[config.mk]
export PLATFORM = sky130hd
export DESIGN_NAME = alu_acc_seq_flat
export DESIGN_NICKNAME = d
export VERILOG_FILES = /design/src/rtl/alu_acc_pkg.sv /design/src/rtl/alu_acc_seq_if.sv /design/src/rtl/alu_acc_seq_mul.sv /design/src/rtl/alu_acc_seq.sv /design/src/flat_wrapper.sv
export SDC_FILE = /design/constraint.sdc
export NUM_CORES = 1
export LEC_CHECK = 0
export ABC_AREA = 1
export BUFFER_PORTS_ARGS = -buffer_cell sky130_fd_sc_hd__buf_4
export CORE_UTILIZATION = 58
export CTS_BUF_LIST = sky130_fd_sc_hd__clkbuf_4
export DETAILED_ROUTE_END_ITERATION = 10
export GPL_TIMING_DRIVEN = 1
export HOLD_SLACK_MARGIN = 0.08
export PLACE_DENSITY = 0.78
export SYNTH_ARGS = -nofsm -noshare
export SYNTH_HDL_FRONTEND = slang
export SYNTH_SLANG_ARGS = --single-unit
[constraint.sdc]
create_clock -name clk -period 7.5 [get_ports clk]
set_input_delay 1.125 -clock clk [delete_from_list [all_inputs] [get_ports clk]]
set_output_delay 1.125 -clock clk [all_outputs]
set_load 0.005 [all_outputs]
[src/rtl/alu_acc_pkg.sv]
// alu_acc_pkg: shared opcode encodings and FSM state type for alu_acc_seq.
package alu_acc_pkg;

  localparam logic [3:0] OP_PASS = 4'b0000;
  localparam logic [3:0] OP_ADD  = 4'b0001;
  localparam logic [3:0] OP_SUB  = 4'b0010;
  localparam logic [3:0] OP_NOR  = 4'b0011;
  localparam logic [3:0] OP_AND  = 4'b0100;
  localparam logic [3:0] OP_OR   = 4'b0101;
  localparam logic [3:0] OP_EQ   = 4'b0110;
  localparam logic [3:0] OP_XOR  = 4'b0111;
  localparam logic [3:0] OP_LT   = 4'b1000;
  localparam logic [3:0] OP_MUL  = 4'b1001;
  localparam logic [3:0] OP_ADC  = 4'b1010;
  localparam logic [3:0] OP_SHL  = 4'b1011;
  localparam logic [3:0] OP_SHR  = 4'b1100;
  localparam logic [3:0] OP_ROL  = 4'b1101;
  localparam logic [3:0] OP_ROR  = 4'b1110;
  localparam logic [3:0] OP_NOP  = 4'b1111;

  typedef enum logic {
    ST_IDLE    = 1'b0,
    ST_MUL_RUN = 1'b1
  } state_e;

endpackage

[src/rtl/alu_acc_seq_if.sv]
// alu_acc_seq_if: command/result bundle for alu_acc_seq.
//   master: drives start, op_sel, use_acc, a, b; observes results.
//   slave : the datapath; drives acc_out, acc_hi, carry_out, z, busy, done.
interface alu_acc_seq_if #(
  parameter int WIDTH = 8
);
  logic             start;
  logic [3:0]       op_sel;
  logic             use_acc;
  logic [WIDTH-1:0] a;
  logic [WIDTH-1:0] b;
  logic [WIDTH-1:0] acc_out;
  logic [WIDTH-1:0] acc_hi;
  logic             carry_out;
  logic             z;
  logic             busy;
  logic             done;

  modport master (
    output start, op_sel, use_acc, a, b,
    input  acc_out, acc_hi, carry_out, z, busy, done
  );

  modport slave (
    input  start, op_sel, use_acc, a, b,
    output acc_out, acc_hi, carry_out, z, busy, done
  );
endinterface

[src/rtl/alu_acc_seq_mul.sv]
// seq_multiplier: unsigned shift-add multiplier, one partial product per step.
//   clk, clb   : clock, async active-high clear
//   load       : capture a_in (multiplicand) and b_in (multiplier), clear partial
//   step       : one add-and-shift iteration
//   product    : value the product register takes after the current step;
//                after WIDTH steps it equals a_in*b_in
module seq_multiplier #(
  parameter int WIDTH = 8
) (
  input  logic               clk,
  input  logic               clb,
  input  logic               load,
  input  logic               step,
  input  logic [WIDTH-1:0]   a_in,
  input  logic [WIDTH-1:0]   b_in,
  output logic [2*WIDTH-1:0] product
);
  logic [2*WIDTH-1:0] prod_q, prod_d;
  logic [WIDTH-1:0]   mcand_q, mcand_d;
  logic [WIDTH:0]     upper_sum;

  // Low half starts as the multiplier and is shifted out LSB-first while the
  // upper half accumulates; product is exposed pre-register so the owner can
  // commit on the final step edge.
  always_comb begin
    upper_sum = {1'b0, prod_q[2*WIDTH-1:WIDTH]}
              + (prod_q[0] ? {1'b0, mcand_q} : '0);
    product   = {upper_sum, prod_q[WIDTH-1:1]};
    mcand_d   = mcand_q;
    prod_d    = prod_q;
    if (load) begin
      mcand_d = a_in;
      prod_d  = {{WIDTH{1'b0}}, b_in};
    end else if (step) begin
      prod_d  = product;
    end
  end

  always_ff @(posedge clk or posedge clb) begin
    if (clb) begin
      prod_q  <= '0;
      mcand_q <= '0;
    end else begin
      prod_q  <= prod_d;
      mcand_q <= mcand_d;
    end
  end
endmodule

[src/rtl/alu_acc_seq.sv]
// alu_acc_seq: parametrised ALU + accumulator with iterative multiply.
//   clk      : rising-edge clock
//   clb      : asynchronous active-high clear
//   bus      : alu_acc_seq_if.slave -- start/op_sel/use_acc/a/b in,
//              acc_out/acc_hi/carry_out/z/busy/done out (all registered)
module alu_acc_seq
  import alu_acc_pkg::*;
#(
  parameter int WIDTH = 8,
  parameter int CNT_W = $clog2(WIDTH + 1)
) (
  input  logic         clk,
  input  logic         clb,
  alu_acc_seq_if.slave bus
);
  state_e             state_q, state_d;
  logic [WIDTH-1:0]   acc_q, acc_d;
  logic [WIDTH-1:0]   acc_hi_q, acc_hi_d;
  logic               c_q, c_d;
  logic               z_q, z_d;
  logic               busy_q, busy_d;
  logic               done_q, done_d;
  logic [CNT_W-1:0]   cnt_q, cnt_d;

  logic [WIDTH-1:0]   op_a;
  logic [WIDTH-1:0]   alu_res;
  logic               alu_c;
  logic               mul_load, mul_step;
  logic [2*WIDTH-1:0] mul_prod;

  assign op_a = bus.use_acc ? acc_q : bus.a;

  seq_multiplier #(.WIDTH(WIDTH)) u_mul (
    .clk     (clk),
    .clb     (clb),
    .load    (mul_load),
    .step    (mul_step),
    .a_in    (op_a),
    .b_in    (bus.b),
    .product (mul_prod)
  );

  // Single-cycle result; MUL/NOP fall through to "hold".
  always_comb begin
    alu_res = acc_q;
    alu_c   = c_q;
    case (bus.op_sel)
      OP_PASS: begin alu_res = op_a;               alu_c = 1'b0;         end
      OP_ADD:  {alu_c, alu_res} = {1'b0, op_a} + {1'b0, bus.b};
      OP_SUB:  begin alu_res = op_a - bus.b;      alu_c = (op_a < bus.b); end
      OP_NOR:  begin alu_res = ~(op_a | bus.b);   alu_c = 1'b0;         end
      OP_AND:  begin alu_res = op_a & bus.b;      alu_c = 1'b0;         end
      OP_OR:   begin alu_res = op_a | bus.b;      alu_c = 1'b0;         end
      OP_EQ:   begin alu_res = WIDTH'(op_a == bus.b); alu_c = 1'b0;     end
      OP_XOR:  begin alu_res = op_a ^ bus.b;      alu_c = 1'b0;         end
      OP_LT:   begin alu_res = WIDTH'(op_a < bus.b);  alu_c = 1'b0;     end
      OP_ADC:  {alu_c, alu_res} = {1'b0, op_a} + {1'b0, bus.b}
                                + {{WIDTH{1'b0}}, c_q};
      OP_SHL:  begin alu_res = {op_a[WIDTH-2:0], 1'b0};  alu_c = op_a[WIDTH-1]; end
      OP_SHR:  begin alu_res = {1'b0, op_a[WIDTH-1:1]};  alu_c = op_a[0];       end
      OP_ROL:  begin alu_res = {op_a[WIDTH-2:0], op_a[WIDTH-1]}; alu_c = op_a[WIDTH-1]; end
      OP_ROR:  begin alu_res = {op_a[0], op_a[WIDTH-1:1]};       alu_c = op_a[0];       end
      default: ;
    endcase
  end

  always_comb begin
    state_d  = state_q;
    acc_d    = acc_q;
    acc_hi_d = acc_hi_q;
    c_d      = c_q;
    z_d      = z_q;
    busy_d   = busy_q;
    done_d   = 1'b0;
    cnt_d    = cnt_q;
    mul_load = 1'b0;
    mul_step = 1'b0;
    case (state_q)
      ST_IDLE: begin
        if (bus.start) begin
          if (bus.op_sel == OP_MUL) begin
            mul_load = 1'b1;
            cnt_d    = '0;
            busy_d   = 1'b1;
            state_d  = ST_MUL_RUN;
          end else begin
            done_d = 1'b1;
            if (bus.op_sel != OP_NOP) begin
              acc_d = alu_res;
              c_d   = alu_c;
              z_d   = (alu_res == '0);
            end
          end
        end
      end
      ST_MUL_RUN: begin
        mul_step = 1'b1;
        cnt_d    = cnt_q + 1'b1;
        if (cnt_q == CNT_W'(WIDTH - 1)) begin
          acc_d    = mul_prod[WIDTH-1:0];
          acc_hi_d = mul_prod[2*WIDTH-1:WIDTH];
          c_d      = |mul_prod[2*WIDTH-1:WIDTH];
          z_d      = (mul_prod[WIDTH-1:0] == '0);
          busy_d   = 1'b0;
          done_d   = 1'b1;
          cnt_d    = '0;
          state_d  = ST_IDLE;
        end
      end
      default: state_d = ST_IDLE;
    endcase
  end

  always_ff @(posedge clk or posedge clb) begin
    if (clb) begin
      state_q  <= ST_IDLE;
      acc_q    <= '0;
      acc_hi_q <= '0;
      c_q      <= 1'b0;
      z_q      <= 1'b1;
      busy_q   <= 1'b0;
      done_q   <= 1'b0;
      cnt_q    <= '0;
    end else begin
      state_q  <= state_d;
      acc_q    <= acc_d;
      acc_hi_q <= acc_hi_d;
      c_q      <= c_d;
      z_q      <= z_d;
      busy_q   <= busy_d;
      done_q   <= done_d;
      cnt_q    <= cnt_d;
    end
  end

  assign bus.acc_out   = acc_q;
  assign bus.acc_hi    = acc_hi_q;
  assign bus.carry_out = c_q;
  assign bus.z         = z_q;
  assign bus.busy      = busy_q;
  assign bus.done      = done_q;
endmodule

[src/flat_wrapper.sv]
// flat-port wrapper written by rule: the top's interface ports become plain ports
module alu_acc_seq_flat import alu_acc_pkg::*;
#(
  parameter int WIDTH = 8,
  parameter int CNT_W = $clog2(WIDTH + 1)
)
  (clk, clb, bus_start, bus_op_sel, bus_use_acc, bus_a, bus_b, bus_acc_out, bus_acc_hi, bus_carry_out, bus_z, bus_busy, bus_done);
  alu_acc_seq_if #(.WIDTH(WIDTH)) bus_i ();
  input  logic clk;
  input  logic clb;
  input wire logic [$bits(bus_i.start)-1:0] bus_start;
  input wire logic [$bits(bus_i.op_sel)-1:0] bus_op_sel;
  input wire logic [$bits(bus_i.use_acc)-1:0] bus_use_acc;
  input wire logic [$bits(bus_i.a)-1:0] bus_a;
  input wire logic [$bits(bus_i.b)-1:0] bus_b;
  output wire logic [$bits(bus_i.acc_out)-1:0] bus_acc_out;
  output wire logic [$bits(bus_i.acc_hi)-1:0] bus_acc_hi;
  output wire logic [$bits(bus_i.carry_out)-1:0] bus_carry_out;
  output wire logic [$bits(bus_i.z)-1:0] bus_z;
  output wire logic [$bits(bus_i.busy)-1:0] bus_busy;
  output wire logic [$bits(bus_i.done)-1:0] bus_done;
  assign bus_i.start = bus_start;
  assign bus_i.op_sel = bus_op_sel;
  assign bus_i.use_acc = bus_use_acc;
  assign bus_i.a = bus_a;
  assign bus_i.b = bus_b;
  assign bus_acc_out = bus_i.acc_out;
  assign bus_acc_hi = bus_i.acc_hi;
  assign bus_carry_out = bus_i.carry_out;
  assign bus_z = bus_i.z;
  assign bus_busy = bus_i.busy;
  assign bus_done = bus_i.done;
  alu_acc_seq #(.WIDTH(WIDTH), .CNT_W(CNT_W)) u_core (.clk(clk), .clb(clb), .bus(bus_i));
endmodule
# Word-level counts from Yosys, hierarchy flattened
# Cells that the tools add are included.
[classes]
add_sub_neg = 5
n_lt_le_gt_ge = 1
eq_ne = 23
n_mux = 39
bitwise_logic = 5
reduce_logical = 13
[ops]
columns = ["op", "count"]
rows = [
  ["$pmux W8 S14", 1],
  ["$mux W8", 6],
  ["$mux W16", 2],
  ["$eq A4 B4 Y1 const B", 7],
  ["$eq A4 B3 Y1 const B", 5],
  ["$mux W1", 19],
  ["$logic_not A8 Y1", 2],
  ["$pmux W8 S2", 1],
  ["$mux W4", 3],
  ["$pmux W1 S2", 5],
  ["$add A8 B8 Y9", 1],
  ["$add A8 B9 Y9", 1],
  ["$add A9 B1 Y9", 1],
  ["$and A8 B8 Y8", 1],
  ["$eq A4 B2 Y1 const B", 2],
  ["$eq A8 B8 Y1", 1],
  ["$lt A8 B8 Y1", 1],
  ["$not A8 Y8", 1],
  ["$or A8 B8 Y8", 1],
  ["$pmux W4 S2", 1],
  ["$reduce_or A8 Y1", 1],
  ["$sub A8 B8 Y8", 1],
  ["$xor A8 B8 Y8", 1],
  ["$ne A7 B7 Y1 const B", 1],
  ["other kinds (15)", 20],
]
[word_totals]
ff_bits = 49
inputBits = 24
output_inout_bits = 20
wordCells = 96

# Logic depth before layout (Yosys ltp)
[depth]
depth_word = 9
ltp_mapped = 22
ltp_nobuf = 22

# Hierarchy
# Synthesis repeated with hierarchy kept, for this count alone.
[unflattened]
hier_cells = 735
hier_area_um2 = 4743.3
[modules_own_cells]
columns = ["module", "instances", "cells_each", "area_per_inst_um2"]
rows = [
  ["alu_acc_seq", 1, 562, 3261.9],
  ["seq_multiplier", 1, 173, 1481.4],
]

# Worst setup path before layout
# Ideal clock, no wire load.
[synth_path]
path_type = "input to register"
from = "input bus_use_acc"
to = "register u_core.z_q (netlist: u_core.bus.z)"
arrival_time_ps = 3375
t_required_ps = 7427
path_slack_ps = 4052
cell_stages = 17
path_cell_list = "inv_2 > o21ai_1 > ha_1 > inv_1 > fa_1 > inv_1 > ha_1 > nor3b_1 > nor2_1 > nand3_1 > nand2_1 > nand2_1 > nor2_1 > nand3_1 > nor2_1 > nand3_1 > a21oi_1"
[synth_between]
elab_chain_len = 9
[synth_rtl]
columns = ["item", "line_no", "rtl"]
rows = [
  ["start: declaration", "flat_wrapper.sv:13", "input wire logic [$bits(bus_i.use_acc)-1:0] bus_use_acc;"],
  ["$mux W8 *", "alu_acc_seq.sv:31", "assign op_a = bus.use_acc ? acc_q : bus.a;"],
  ["named net u_core.op_a[0]", "alu_acc_seq.sv:25", "logic [WIDTH-1:0] op_a;"],
  ["$add A8 B8 Y9 / $or A8 B8 Y8 (equally long branches)", "-", ""],
  ["$add A9 B1 Y9 / $not A8 Y8 (equally long branches)", "alu_acc_seq.sv:58, alu_acc_seq.sv:51", ""],
  ["$pmux W8 S14 *", "alu_acc_seq.sv:47", "case (bus.op_sel)"],
  ["$logic_not A8 Y1 *", "alu_acc_seq.sv:91", "z_d = (alu_res == '0);"],
  ["$mux W1 *", "alu_acc_seq.sv:88", "if (bus.op_sel != OP_NOP) begin"],
  ["$mux W1 *", "alu_acc_seq.sv:81", "if (bus.op_sel == OP_MUL) begin"],
  ["$mux W1 *", "alu_acc_seq.sv:80", "if (bus.start) begin"],
  ["$pmux W1 S2 *", "alu_acc_seq.sv:78", "case (state_q)"],
  ["end signal: assignment", "alu_acc_seq.sv:129", "z_q <= z_d;"],
  ["end: declaration", "alu_acc_seq.sv:20", "logic z_q, z_d;"],
]
# Mark *: on every way through the listed nets, which the timed path passes. The rest lies on a longest branch. The select of a mux whose other input is x is not followed.
# A chain may end at the register's enable or synchronous reset.

# Final worst setup path
[layout_path]
from = "input bus_use_acc"
to = "register u_core.acc_q[6] (netlist: u_core.bus.acc_out[6])"
[layout_between]
elab_chain_len = 8
[layout_rtl]
columns = ["item", "line_no", "rtl"]
rows = [
  ["$mux W8 *", "alu_acc_seq.sv:31", ""],
  ["named net u_core.op_a[0]", "alu_acc_seq.sv:25", ""],
  ["$add A8 B8 Y9", "alu_acc_seq.sv:49, alu_acc_seq.sv:57", ""],
  ["$add A9 B1 Y9", "alu_acc_seq.sv:58", "+ {{WIDTH{1'b0}}, c_q};"],
  ["$pmux W8 S14 *", "alu_acc_seq.sv:47", ""],
  ["$mux W8 *", "alu_acc_seq.sv:88", ""],
  ["$mux W8 *", "alu_acc_seq.sv:81", ""],
  ["$mux W8 *", "alu_acc_seq.sv:80", ""],
  ["$pmux W8 S2 *", "alu_acc_seq.sv:78", ""],
  ["end signal: assignment", "alu_acc_seq.sv:117", "acc_q <= '0;"],
  ["end signal: assignment", "alu_acc_seq.sv:126", "acc_q <= acc_d;"],
  ["end: declaration", "alu_acc_seq.sv:17", "logic [WIDTH-1:0] acc_q, acc_d;"],
]
# Marks and branches as above.

==> impl_metrics.yaml <==
worst_setup_path:
  critPathLaunchType: "input pin"
  path_buf_inv: 4
  crit_chain: "buf_4 -> inv_2 -> o21ai_1 -> ha_1 -> inv_1 -> fa_1 -> inv_1 -> nand3_1 -> nand2_1 -> nand2_1 -> nand2_1 -> nand3_1 -> nor2_1 -> nand2_1 -> nand3_1 -> nand3_1 -> nand2_1 -> nand2_1 -> nand3_1 -> o21ai_0"
  crit_slowest_cell: "fa_1"
  crit_fanout: 12
  critical_path_arrival_ns: 4.03
  path_delay_family: "simple AND/OR/NAND/NOR gates"
  reg2reg_from: "u_core.state_q"
  crit_start: "bus_use_acc"
  worstSetupEndpointType: "register"
  crit_required_ns: 7.74
  cpPeakStageDelay_ns: 0.42
  cp_common_cell: "nand2_1"
  critical_path_class: "in -> reg"
drt:
  vias: 4933
  drt-total-wl_microns: 14200
  antenna_left: 0
  via_per_inst: 5.77
  firstDrtPassIters: 5
  first_iter_violations: 486
  drcViolationCount: 0
  routedWlPerCell_microns: 16.6
run_status:
  outcome: "completed"
power:
  p_leak_nw: 2.68
  comb_power_share_pct: 54.7
  ir_drop_mv: 0.154
  switching_share_pct: 47.3
  p_total_mw: 1.22
  power.switching_mw: 0.576
  p_clk_share_pct: 10.4
  seq_power_share_pct: 35.0
  powerDensity_nw_per_um2: 245
  p_int_mw: 0.642
clock_network:
  cts_sinks: 49
  cts_setup_buffers: 0
  path_clk_slew_ns: 0.14
  cts_tree: "built"
  clock_latency_ns: 0.37
  cts_resized: 0
  cts_buffers: 5
  htreeDepth: 2
  cts_hold_buf: 0
  cts-root-buf: "clkbuf_4"
  clockBufferDepth: 2
placement:
  gp_congestion: 1.09
  dp_slack_ns: 3.46
  place.port_buffers: 43
  place_hpwl_microns: 11300
global_route:
  grt_pass1_vias: 4437
  antenna_found_initial: 0
  grt_max_degree: 50
  grt-ovfl-total: 0
  track_usage_pct: 35.8
  grt_pass1_wl_microns: 22800
sta:
  setup_viol: 0
  setup_slack_ns: 3.71
  rsz0062_at_grt: "no"
  slew_viol_final: 0
  holdWs_ns: 0.503
  period_needed_ns: 3.79
  hold_viol_final: 0
  fmax_ghz: 0.264
  clock_skew_ns: 0.00790
  worst_pin_slew_ns: 0.996
  slew_headroom_pct: 33.5
  period_share_pct: 50.6
  final.setup.tns_ns: 0
min_path:
  min_from: "u_core.bus.acc_hi[4]"
  hold_class: "reg -> reg"
yosys:
  synth_cells: 720
  syn_area_per_cell_sq_um: 6.31
  dominantRegCellSynth: "dfrtp_1"
  yosys_warnings: 0
  syn_area_sq_um: 4540
  yosys-top-cells-area: "dfrtp_1 (26%), nand2_1 (19%), ha_1 (11%)"
  synth-edff-count: 0
  async_flop_share_pct: 100
  mappedNetlistNets: 787
  yosysTopAreaCell: "dfrtp_1"
  synth_cell_types: 35
  synth_seq_cells: 49
  yosysMostFrequentCell: "nand2_1"
  synth_common_cells: "nand2_1 (234), inv_1 (92), nor2_1 (81)"
  synth_top_area_share_pct: 26.5
  ys_seq_area_share_pct: 27.0
layout:
  antenna_cells: 0
  synthToLayoutAreaGrowth_pct: 9.59
  layout-drive-gt1-share_pct: 9.92
  nNetsFinal: 822
floorplanning:
  ios: 44
  initial_core_util_pct: 61.3
  row_count: 31
  core_area_sq_um: 7410
  fp.dieH_microns: 90.5
  dieArea_sq_um: 8190
  die_w_microns: 90.5
job:
  maxCapViolations: 0
## area by class of cell
| type | instances | area (sq um) |
|---|---|---|
| Clock buffer | 6 | 45.0 |
| Clock inverter | 2 | 15.0 |
| Fill cell | 697 | 2430 |
| Inverter | 98 | 368 |
| Multi-Input combinational cell | 558 | 2870 |
| Sequential cell | 49 | 1230 |
| Tap cell | 99 | 124 |
| Timing Repair Buffer | 43 | 323 |
## power groups by stage
stage / sequential (mW) / combinational [mW] / clock, mW
global placement: 0.425 / 0.619 / 0
floorplan: 0.410 / 0.447 / 0
global route: 0.437 / 0.746 / 0.137
CTS: 0.424 / 0.650 / 0.128
detailed placement: 0.430 / 0.647 / 0
finish: 0.426 / 0.666 / 0.126
## flip-flops by register name (all words and copies together) (netlist names)
name                  cells
u_core.u_mul.prod_q      16
u_core.bus.acc_hi         8
u_core.bus.acc_out        8
u_core.u_mul.mcand_q      8
u_core.cnt_q              4
u_core.bus.busy           1
u_core.bus.carry_out      1
u_core.bus.done           1
u_core.bus.z              1
u_core.state_q            1
## routing by layer
metal,wire length [microns],track usage (%),vias to the layer above
li1,-,-,2359
met1,6180,52.8,2257
met2,5960,51.6,284
met3,1650,7.91,33
met4,443,11.7,0
met5,0,0,-
## tightest hold or removal path, cell delays in order (launching register included)
cell	delay, ns
dfrtp_1	0.37
nand2_1	0.05
o21ai_0	0.06
## path summary, 6_finish.rpt
path                                           to  slack, ns  cells after the start
max                         u_core.bus.acc_out[6]       3.71                     20
min reg2reg                  u_core.bus.acc_hi[4]       0.50                      2
min in group asynchronous         u_core.cnt_q[0]       0.97                      2
min                          u_core.bus.acc_hi[4]       0.50                      2
max reg2reg                u_core.u_mul.prod_q[1]       4.01                      9
max in group asynchronous    u_core.bus.acc_hi[3]       5.90                      2
## cells by family after synthesis
kind of cell / after synthesis / share of synthesized area (%)
fa+ha+maj: 43 / 12.3
flops: 49 / 27.0
xor+xnor: 9 / 1.74
buf+inv: 113 / 9.67
simple gates: 392 / 35.5
compound gates: 114 / 13.8
## per-stage QoR
stage,util [%],instance area (sq um),cells
finish,67.2,4980,855
global route,67.2,4980,855
CTS,67.2,4980,855
detailed placement,66.4,4920,847
global placement,66.4,4920,847
floorplan,-,4540,720
## layout by cell type, fill, tap and decap left out, drive strengths merged
cell,synthesis,layout
o2111ai,2,2
fa,3,3
xor2,4,4
o211ai,3,3
o21ai,73,73
dfstp,1,1
o2111a,1,1
nand4,6,6
dfrtp,48,48
o22ai,5,5
nor3,4,4
nand3,53,53
clkinvlp,0,2
buf,5,43
nor3b,1,1
a21oi,24,24
or2,6,6
o31ai,1,1
xnor2,5,5
o221ai,1,1
a31oi,1,1
nor2,82,82
nand2,239,239
ha,40,40
inv,98,98
o21bai,3,3
nor4,1,1
clkbuf,10,6
Note: power is estimated with default switching activity, not from simulation.
